## src/rtl/decode_stage.sv

```systemverilog
// decode_stage
// Registered, handshaked RV32I/RV64I decode stage between fetch and register read.
// Each accepted instruction is classified, its register fields are extracted, an
// XLEN-wide sign-extended immediate is built and illegal encodings are flagged. A
// main register drives the outputs and a skid register absorbs one extra transfer, so
// fetch keeps full throughput under back-pressure.
//
// Ports:
//   clk, rst                 clock (rising edge), asynchronous active-low reset
//   flush                    drop both buffered entries; input offered this cycle is dropped
//   in_valid/in_ready        upstream handshake; in_ready = skid register empty
//   in_instruction, in_pc    raw 32-bit instruction and its XLEN-wide address
//   out_valid/out_ready      downstream handshake
//   out_pc, out_class        PC and one-hot class of the entry in the main register
//   out_immediate            sign-extended immediate (0 for R-type and illegal entries)
//   out_rs1/rs2/rd(+_valid)  register indices and whether each is used
//   out_funct3, out_funct7   raw function fields
//   out_illegal              entry is an illegal encoding
//   illegal_count            saturating count of illegal entries delivered downstream
module decode_stage #(
   parameter int unsigned XLEN        = 32,
   parameter int unsigned CHECK_FUNCT = 1,
   parameter int unsigned CNT_WIDTH   = 16
) (
   input  logic                 clk,
   input  logic                 rst,
   input  logic                 flush,
   input  logic                 in_valid,
   output logic                 in_ready,
   input  logic [31:0]          in_instruction,
   input  logic [XLEN-1:0]      in_pc,
   output logic                 out_valid,
   input  logic                 out_ready,
   output logic [XLEN-1:0]      out_pc,
   output logic [9:0]           out_class,
   output logic [XLEN-1:0]      out_immediate,
   output logic [4:0]           out_rs1,
   output logic [4:0]           out_rs2,
   output logic [4:0]           out_rd,
   output logic                 out_rs1_valid,
   output logic                 out_rs2_valid,
   output logic                 out_rd_valid,
   output logic [2:0]           out_funct3,
   output logic [6:0]           out_funct7,
   output logic                 out_illegal,
   output logic [CNT_WIDTH-1:0] illegal_count
);

   localparam bit Is64 = (XLEN == 64);

   localparam logic [6:0] OpcReg    = 7'b0110011;
   localparam logic [6:0] OpcImm    = 7'b0010011;
   localparam logic [6:0] OpcLoad   = 7'b0000011;
   localparam logic [6:0] OpcStore  = 7'b0100011;
   localparam logic [6:0] OpcBranch = 7'b1100011;
   localparam logic [6:0] OpcJal    = 7'b1101111;
   localparam logic [6:0] OpcJalr   = 7'b1100111;
   localparam logic [6:0] OpcLui    = 7'b0110111;
   localparam logic [6:0] OpcAuipc  = 7'b0010111;
   localparam logic [6:0] OpcSystem = 7'b1110011;

   typedef enum logic [2:0] {FmtR, FmtI, FmtS, FmtB, FmtU, FmtJ} fmt_e;

   typedef struct packed {
      logic [XLEN-1:0] pc;
      logic [9:0]      cls;
      logic [XLEN-1:0] imm;
      logic [4:0]      rs1;
      logic [4:0]      rs2;
      logic [4:0]      rd;
      logic            rs1_valid;
      logic            rs2_valid;
      logic            rd_valid;
      logic [2:0]      funct3;
      logic [6:0]      funct7;
      logic            illegal;
   } entry_t;

   // Widen a 32-bit sign-extended value to XLEN (no-op at XLEN=32).
   function automatic logic [XLEN-1:0] sext32(input logic [31:0] v);
      logic [XLEN-1:0] r;
      r       = {XLEN{v[31]}};
      r[31:0] = v;
      return r;
   endfunction

   // ---------------------------------------------------------------------------------
   // Combinational decode of the incoming instruction
   // ---------------------------------------------------------------------------------
   logic [6:0]  opcode;
   logic [2:0]  funct3;
   logic [6:0]  funct7;
   logic [4:0]  rd_idx;
   logic [31:0] imm_i, imm_s, imm_b, imm_u, imm_j;
   logic        sh_zero, sh_sra;
   logic [9:0]  cls;
   fmt_e        fmt;
   logic        known;
   logic        funct_bad;
   logic        illegal;
   entry_t      dec;

   assign opcode = in_instruction[6:0];
   assign funct3 = in_instruction[14:12];
   assign funct7 = in_instruction[31:25];
   assign rd_idx = in_instruction[11:7];

   assign imm_i = {{20{in_instruction[31]}}, in_instruction[31:20]};
   assign imm_s = {{20{in_instruction[31]}}, in_instruction[31:25], in_instruction[11:7]};
   assign imm_b = {{19{in_instruction[31]}}, in_instruction[31], in_instruction[7],
                   in_instruction[30:25], in_instruction[11:8], 1'b0};
   assign imm_u = {in_instruction[31:12], 12'b0};
   assign imm_j = {{11{in_instruction[31]}}, in_instruction[31], in_instruction[19:12],
                   in_instruction[20], in_instruction[30:21], 1'b0};

   // Shift-immediate upper field: RV64 uses a 6-bit shamt, so the field shrinks by one bit.
   assign sh_zero = Is64 ? (in_instruction[31:26] == 6'b000000)
                         : (in_instruction[31:25] == 7'b0000000);
   assign sh_sra  = Is64 ? (in_instruction[31:26] == 6'b010000)
                         : (in_instruction[31:25] == 7'b0100000);

   always_comb begin
      cls       = '0;
      fmt       = FmtR;
      known     = 1'b1;
      funct_bad = 1'b0;
      case (opcode)
         OpcReg: begin
            cls[0]    = 1'b1;
            fmt       = FmtR;
            funct_bad = !(funct7 == 7'b0000000 || funct7 == 7'b0100000) ||
                        (funct7 == 7'b0100000 && !(funct3 == 3'b000 || funct3 == 3'b101));
         end
         OpcImm: begin
            cls[1] = 1'b1;
            fmt    = FmtI;
            if (funct3 == 3'b001) funct_bad = !sh_zero;
            if (funct3 == 3'b101) funct_bad = !(sh_zero || sh_sra);
         end
         OpcLoad: begin
            cls[2]    = 1'b1;
            fmt       = FmtI;
            funct_bad = (funct3 == 3'b111) ||
                        (!Is64 && (funct3 == 3'b011 || funct3 == 3'b110));
         end
         OpcStore: begin
            cls[3]    = 1'b1;
            fmt       = FmtS;
            funct_bad = funct3[2] || (!Is64 && funct3 == 3'b011);
         end
         OpcBranch: begin
            cls[4]    = 1'b1;
            fmt       = FmtB;
            funct_bad = (funct3[2:1] == 2'b01);
         end
         OpcJal: begin
            cls[5] = 1'b1;
            fmt    = FmtJ;
         end
         OpcJalr: begin
            cls[6]    = 1'b1;
            fmt       = FmtI;
            funct_bad = (funct3 != 3'b000);
         end
         OpcLui: begin
            cls[7] = 1'b1;
            fmt    = FmtU;
         end
         OpcAuipc: begin
            cls[8] = 1'b1;
            fmt    = FmtU;
         end
         OpcSystem: begin
            cls[9]    = 1'b1;
            fmt       = FmtI;
            funct_bad = (funct3 == 3'b100);
         end
         default: known = 1'b0;
      endcase
   end

   assign illegal = !known || (opcode[1:0] != 2'b11) || ((CHECK_FUNCT != 0) && funct_bad);

   always_comb begin
      dec           = '0;
      dec.pc        = in_pc;
      dec.rs1       = in_instruction[19:15];
      dec.rs2       = in_instruction[24:20];
      dec.rd        = rd_idx;
      dec.funct3    = funct3;
      dec.funct7    = funct7;
      dec.illegal   = illegal;
      // Illegal entries keep raw fields and PC but carry no class, immediate or valids.
      if (!illegal) begin
         dec.cls       = cls;
         dec.rs1_valid = (fmt == FmtR) || (fmt == FmtI) || (fmt == FmtS) || (fmt == FmtB);
         dec.rs2_valid = (fmt == FmtR) || (fmt == FmtS) || (fmt == FmtB);
         dec.rd_valid  = ((fmt == FmtR) || (fmt == FmtI) || (fmt == FmtU) || (fmt == FmtJ)) &&
                         (rd_idx != 5'd0);
         case (fmt)
            FmtI:    dec.imm = sext32(imm_i);
            FmtS:    dec.imm = sext32(imm_s);
            FmtB:    dec.imm = sext32(imm_b);
            FmtU:    dec.imm = sext32(imm_u);
            FmtJ:    dec.imm = sext32(imm_j);
            default: dec.imm = '0;
         endcase
      end
   end

   // ---------------------------------------------------------------------------------
   // Two-entry buffer: main drives the outputs, skid catches the transfer that arrives
   // while main is stalled.
   // ---------------------------------------------------------------------------------
   entry_t                main_q, main_d;
   entry_t                skid_q, skid_d;
   logic                  main_valid_q, main_valid_d;
   logic                  skid_valid_q, skid_valid_d;
   logic [CNT_WIDTH-1:0]  cnt_q, cnt_d;
   logic                  in_fire, out_fire, main_free;

   assign in_ready  = !skid_valid_q;
   assign out_valid = main_valid_q;
   assign in_fire   = in_valid && in_ready && !flush;
   assign out_fire  = main_valid_q && out_ready;
   assign main_free = !main_valid_q || out_fire;

   always_comb begin
      main_d       = main_q;
      main_valid_d = main_valid_q;
      skid_d       = skid_q;
      skid_valid_d = skid_valid_q;
      if (flush) begin
         main_valid_d = 1'b0;
         skid_valid_d = 1'b0;
      end else if (main_free) begin
         if (skid_valid_q) begin
            // Older skid entry advances; a new arrival refills the skid to keep order.
            main_d       = skid_q;
            main_valid_d = 1'b1;
            skid_valid_d = in_fire;
            if (in_fire) skid_d = dec;
         end else begin
            main_valid_d = in_fire;
            if (in_fire) main_d = dec;
         end
      end else if (in_fire) begin
         skid_d       = dec;
         skid_valid_d = 1'b1;
      end
   end

   // Delivery in a flush cycle still counts: out_fire does not look at flush.
   always_comb begin
      cnt_d = cnt_q;
      if (out_fire && main_q.illegal && (cnt_q != {CNT_WIDTH{1'b1}})) begin
         cnt_d = cnt_q + CNT_WIDTH'(1);
      end
   end

   always_ff @(posedge clk or negedge rst) begin
      if (!rst) begin
         main_q       <= '0;
         skid_q       <= '0;
         main_valid_q <= 1'b0;
         skid_valid_q <= 1'b0;
         cnt_q        <= '0;
      end else begin
         main_q       <= main_d;
         skid_q       <= skid_d;
         main_valid_q <= main_valid_d;
         skid_valid_q <= skid_valid_d;
         cnt_q        <= cnt_d;
      end
   end

   assign out_pc        = main_q.pc;
   assign out_class     = main_q.cls;
   assign out_immediate = main_q.imm;
   assign out_rs1       = main_q.rs1;
   assign out_rs2       = main_q.rs2;
   assign out_rd        = main_q.rd;
   assign out_rs1_valid = main_q.rs1_valid;
   assign out_rs2_valid = main_q.rs2_valid;
   assign out_rd_valid  = main_q.rd_valid;
   assign out_funct3    = main_q.funct3;
   assign out_funct7    = main_q.funct7;
   assign out_illegal   = main_q.illegal;
   assign illegal_count = cnt_q;

endmodule
```

## config.mk

```make
export PLATFORM = sky130hd
export DESIGN_NAME = decode_stage
export DESIGN_NICKNAME = d
export VERILOG_FILES = /design/src/rtl/decode_stage.sv
export SDC_FILE = /design/constraint.sdc
export NUM_CORES = 1
export LEC_CHECK = 0
export CORE_MARGIN = 3
export CORE_UTILIZATION = 49
export CTS_BUF_LIST = sky130_fd_sc_hd__clkbuf_4 sky130_fd_sc_hd__clkbuf_8
export DETAILED_ROUTE_END_ITERATION = 7
export PLACE_DENSITY = 0.79
export SYNTH_ARGS = -nofsm -noshare
export SYNTH_HDL_FRONTEND = slang
export SYNTH_SLANG_ARGS = --single-unit
```

## constraint.sdc

```tcl
create_clock -name clk -period 1.8 [get_ports clk]
set_clock_uncertainty 0.05 [all_clocks]
set_input_delay 0.36 -clock clk [delete_from_list [all_inputs] [get_ports clk]]
set_output_delay 0.36 -clock clk [all_outputs]
set_load 0.01 [all_outputs]
```

# Word level (Yosys, flattened, before mapping)
# Cells that the tools add are included.
[totals]
out_inout_bits = 121
wordCells = 128
inputBits = 69
regBits = 224
[classes]
eq_ne = 26
muxes = 30
bitwise_logic = 1
add_sub_neg = 1
n_reduce_logical = 43
[op_table]
columns = ["operator", "count"]
rows = [
  ["103-bit 2-to-1 mux", 5],
  ["32-bit one-hot mux with 5 select lines", 1],
  ["42-bit 2-to-1 mux", 1],
  ["7-bit by 6-bit == test with 1-bit output, second input constant", 4],
  ["7-bit == test, second input constant", 4],
  ["1-bit 2-to-1 mux", 20],
  ["3-bit == test, second input constant", 6],
  ["16-bit by 1-bit adder with 16-bit output, second input constant", 1],
  ["1-bit logical OR", 16],
  ["16-bit != test, second input constant", 1],
  ["3-bit one-hot mux with 5 select lines", 1],
  ["7-bit by 5-bit == test with 1-bit output, second input constant", 2],
  ["10-bit OR reduction", 1],
  ["3-bit by 2-bit == test with 1-bit output, second input constant", 3],
  ["7-bit by 2-bit == test with 1-bit output, second input constant", 1],
  ["1-bit logical AND", 7],
  ["1-bit zero test", 7],
  ["7-bit zero test", 1],
  ["1-bit one-hot mux with 7 select lines", 1],
  ["3-bit by 1-bit == test with 1-bit output, second input constant", 2],
  ["3-bit zero test", 2],
  ["3-bit nonzero test", 2],
  ["5-bit nonzero test", 1],
  ["2-bit != test, second input constant", 2],
  ["8 further kinds", 9],
]

# Depth between registers and ports, before layout
[logic_depth]
depth_word = 12
mapped_depth = 8
ltp_nobuf = 7

# Worst setup path before layout
# No wires, ideal clock.
[synth_timing]
kind = "reg2reg"
startpoint = "reg cnt_q[0] (netlist: illegal_count[0])"
endpoint = "reg cnt_q[11] (netlist: illegal_count[11])"
path_stages_with_launch = 9
setup_ns = 0.132
path_buffers = 1
period_less_slack_ns = 2.053
slack_ns = -0.253
arrival_ns = 1.871
required_ns = 1.618
cell_sequence = "dfrtp_1 -> ha_1 -> nand2_1 -> or2_2 -> o31ai_4 -> or3_1 -> clkbuf_1 -> nor3_1 -> xor2_1"
[synth_via]
elab_chain_len = 2
elab_cells_between_ends = 3
cone_classes = "add/sub: 1; eq/ne: 1; reduce/logical: 1"
[synth_lines]
columns = ["item", "line", "text"]
rows = [
  ["start, declared", "219", "logic [CNT_WIDTH-1:0] cnt_q, cnt_d;"],
  ["start signal, assigned", "273", "cnt_q <= cnt_d;"],
  ["parallel branches: the longest is 2 deep, another holds 16-bit by 1-bit adder with 16-bit output", "--", ""],
]
# Parallel ways; which one is timed is not known.
# A chain may end at the register's enable or synchronous reset.

# Final worst setup path
[layout_timing]
startpoint = "reg skid_valid_q"
endpoint = "reg main_q (netlist bit out_immediate[9])"
[layout_via]
elab_chain_len = 5
elab_cells_between_ends = 6
cone_classes = "mux: 1; reduce/logical: 5"
[layout_lines]
columns = ["item", "line", "text"]
rows = [
  ["start, declared", "218", "logic skid_valid_q, skid_valid_d;"],
  ["start signal, assigned", "272", "skid_valid_q <= skid_valid_d;"],
  ["1-bit zero test", "222", "assign in_ready = !skid_valid_q;"],
  ["1-bit logical AND (2 in series)", "224", "assign in_fire = in_valid && in_ready && !flush;"],
  ["2-bit nonzero test (no line)", "--", ""],
  ["3-bit AND reduction (no line)", "--", ""],
  ["end signal, assigned", "269", "main_q <= main_d;"],
  ["end, declared", "215", "entry_t main_q, main_d;"],
]
# Several ways; a longest one is shown, not always the timed one.

==> impl_metrics.yaml <==
status:
  status: "finished, violations left"
  violations: "negative setup slack"
synth:
  synthTopCellsByCount: "dfrtp_1, nand2_1, o21ai_0"
  async_flop_share_pct: 100.0
  synth_cells: 933
  synthesis.area_um2: 9942
  synth_seq_cells: 224
  synth_nets: 1003
  synthDistinctLibCells: 59
  yosysWarnings: 0
  synth_flop_cell: "dfrtp_1"
  synth_top_cell_by_area: "dfrtp_1"
  synth_edf_count: 0
  syn-mean-instance-area_um2: 10.66
  yosys-top-cells-area: "dfrtp_1, mux2_2, mux2i_1, o21ai_0, nand2_1"
  netlist.area_leader.share_pct: 56.38
  synth.most_common_cell: "dfrtp_1"
  seq_area_frac_synth_pct: 56.38
placement:
  dp_slack_ns: -0.9456
  hpwl_mm: 18.95
  io_buffers: 189
  place_congestion: 0.9024
setup_path:
  crit_arrival_ns: 2.21
  crit_path_end_kind: "flop"
  critical_path_class: "reg2reg"
  path_buf_inv: 1
  cp_max_fo: 7
  slowest_delay_ns: 0.49
  critPathTopFamily: "simple AND/OR/NAND/NOR gates"
  crit_chain: "nor2_4, or3_4, nor2_4, nand3_4, clkbuf_16, o31ai_4"
  crit_top_cell: "nor2_4"
  critPathLaunchType: "flop"
  cp_slowest_cell: "dfrtp_4"
  required_ns: 2.20
sta:
  slew_viol_final: 0
  setup_ws_ns: -0.01720
  worst_slew_margin_rel_pct: 56.30
  rsz0062_at_grt: "yes"
  setup_violations: 2
  final.period_utilization_pct: 101.0
  finalHoldViolCount: 0
  min_period_ns: 1.817
  tightest_slew_ns: 0.6486
  max_freq_ghz: 0.5503
power:
  pwr-share-seq_pct: 45.6
  p_per_area_nw_per_um2: 932.6
  power.net_switching_mw: 3.717
  power.share.clock_pct: 35.8
  switching_share_pct: 27.62
  vdd_drop_max_v: 0.0005995
  power.leakage_nw: 6.655
  power.total_mw: 13.46
  power.internal_mw: 9.741
  combinationalPowerShare_pct: 18.6
die:
  num_rows: 51
  die-height_um: 148.4
  initial_utilization_pct: 50.42
  core-area_um2: 19720
  fp.dieArea_um2: 22030
  ioPinCount: 190
  die_x_um: 148.4
final_layout:
  final_nets: 1316
  multi_input_area_um2: 4502
  areaGrowthSynthToFinish_pct: 45.14
  seqCellArea_um2: 5609
  drive_above_1_share_pct: 29.80
  final_core_utilization_pct: 73.18
  fillCellCount: 1331
global_routing:
  grt_pass1_vias: 8796
  grt_pass1_wl_mm: 46.65
  grt_usage_pct: 26.39
  grt_max_degree: 83
  grt.overflow.total: 0
  antenna_found_initial: 2
hold_path:
  hp-class: "in2reg"
clock_tree:
  cts_buffers: 38
  htreeDepth: 2
  clock_sinks: 224
  cts_tree: "yes"
  clock_path_buffers: 3
  root_buffer: "clkbuf_8"
  clock_latency_ns: 0.54
  path_clk_slew_ns: 0.06
route:
  drt_first_pass_iters: 5
  via_per_inst: 5.750
  vias: 8843
  routedWlPerCell_um: 20.06
  postRouteAntennaNets: 0
  dr.first_iter.drc_count: 686
  drc: 0
  wl_mm: 30.85
run:
  drv_cap: 0
path summary, 6_finish.rpt:
| check | start | to | cells past startpoint | slack, ns |
|---|---|---|---|---|
| setup reg to reg | skid_valid_q | out_immediate[9] | 6 | -0.02 |
| max in group asynchronous | rst | skid_q[84] | 3 | 0.72 |
| min in group asynchronous | rst | out_funct7[0] | 2 | 0.26 |
| hold / removal | in_instruction[26] | out_funct7[1] | 4 | 0.19 |
| setup / recovery | skid_valid_q | out_immediate[9] | 6 | -0.02 |
| hold reg to reg | out_funct3[2] | out_funct3[2] | 2 | 0.42 |
area by class of cell:
type                       count  share of cell area (%)
clock buffer                  61                   5.385
clock inverter                 5                  0.2341
tap                          265                   2.298
antenna                        1                 0.01734
multi-input combinational    631                   31.20
inverter                      11                  0.3035
sequential                   224                   38.87
timing repair buffer         340                   21.69
power by group through the flow:
stage                     sequential, mW  combinational [mW]  clock [mW]
final                               6.14                2.51        4.81
after global placement              6.19                2.54           0
after floorplan                     6.33               0.916           0
after global routing                6.20                2.72        5.12
after detailed placement            6.22                2.61           0
after CTS                           6.12                2.42        4.86
cell usage in the layout, fill, tap and decap left out, types with 15 or more instances in the layout:
cell type,instances
o21ai_0,78
mux2_2,51
dlygate4sd2_1,118
and3_1,15
a21oi_1,57
o21ai_1,19
o22ai_2,16
nand2_1,128
buf_4,124
mux2i_1,57
nor2_1,46
dfrtp_1,223
clkbuf_8,51
clkdlybuf4s50_1,50
cell families (layout without fill, tap and decap cells):
family / after synthesis / after routing / synth area share (%)
adders and majority gates: 1 / 1 / 0.1258
AOI/OAI and AO/OA: 244 / 244 / 14.93
xor gates and xnor gates: 16 / 16 / 1.410
buffers and inverters: 78 / 417 / 3.234
and+or+nand+nor: 261 / 261 / 12.30
DFF: 224 / 224 / 56.38
other: 0 / 1 / 0
muxes: 109 / 109 / 11.63
metal layers:
layer	up-vias	global-route usage, %	share of wire (%)
met2	465	41.35	47
met5	-	0	0.039
met4	2	12.06	4.1
li1	3945	-	-
met3	109	6.429	8.2
met1	4322	35.01	40
state kept, by name (all words and copies together), names as in the netlist, 3 cells and up:
signal and cells:
illegal_count 16, out_class 10, out_funct3 3, out_funct7 7, out_immediate 32, out_pc 32, out_rd 5, out_rs1 5
out_rs2 5, skid_q 103
timing repair:
| item | CTS | global route |
|---|---|---|
| endpoints found under the setup margin | 205 | 124 |
| cloned | 4 | 2 |
| setup buffers | 24 | 4 |
| endpoints found under the hold margin | 40 | 0 |
| resized for setup | 202 | 85 |
| hold buffers | 1 | 0 |
| pin swaps | 11 | 15 |
worst min-delay path: stages:
cell and delay [ns]:
buf_8 0.08, buf_4 0.11, mux2i_1 0.06, o21ai_0 0.13
metrics by stage:
stage	hold slack [ns]	instance area, µm²	setup TNS (ns)	std cells
floorplan	0.01441	10100	-4.660	933
global placement	0.2270	13040	-88.76	1436
detailed placement	0.2317	13040	-99.49	1436
CTS	0.2639	14130	0	1531
global route	0.1861	14430	-0.5317	1538
finish	0.1851	14430	-0.02092	1538
Note: power is estimated with default switching activity, not from simulation.
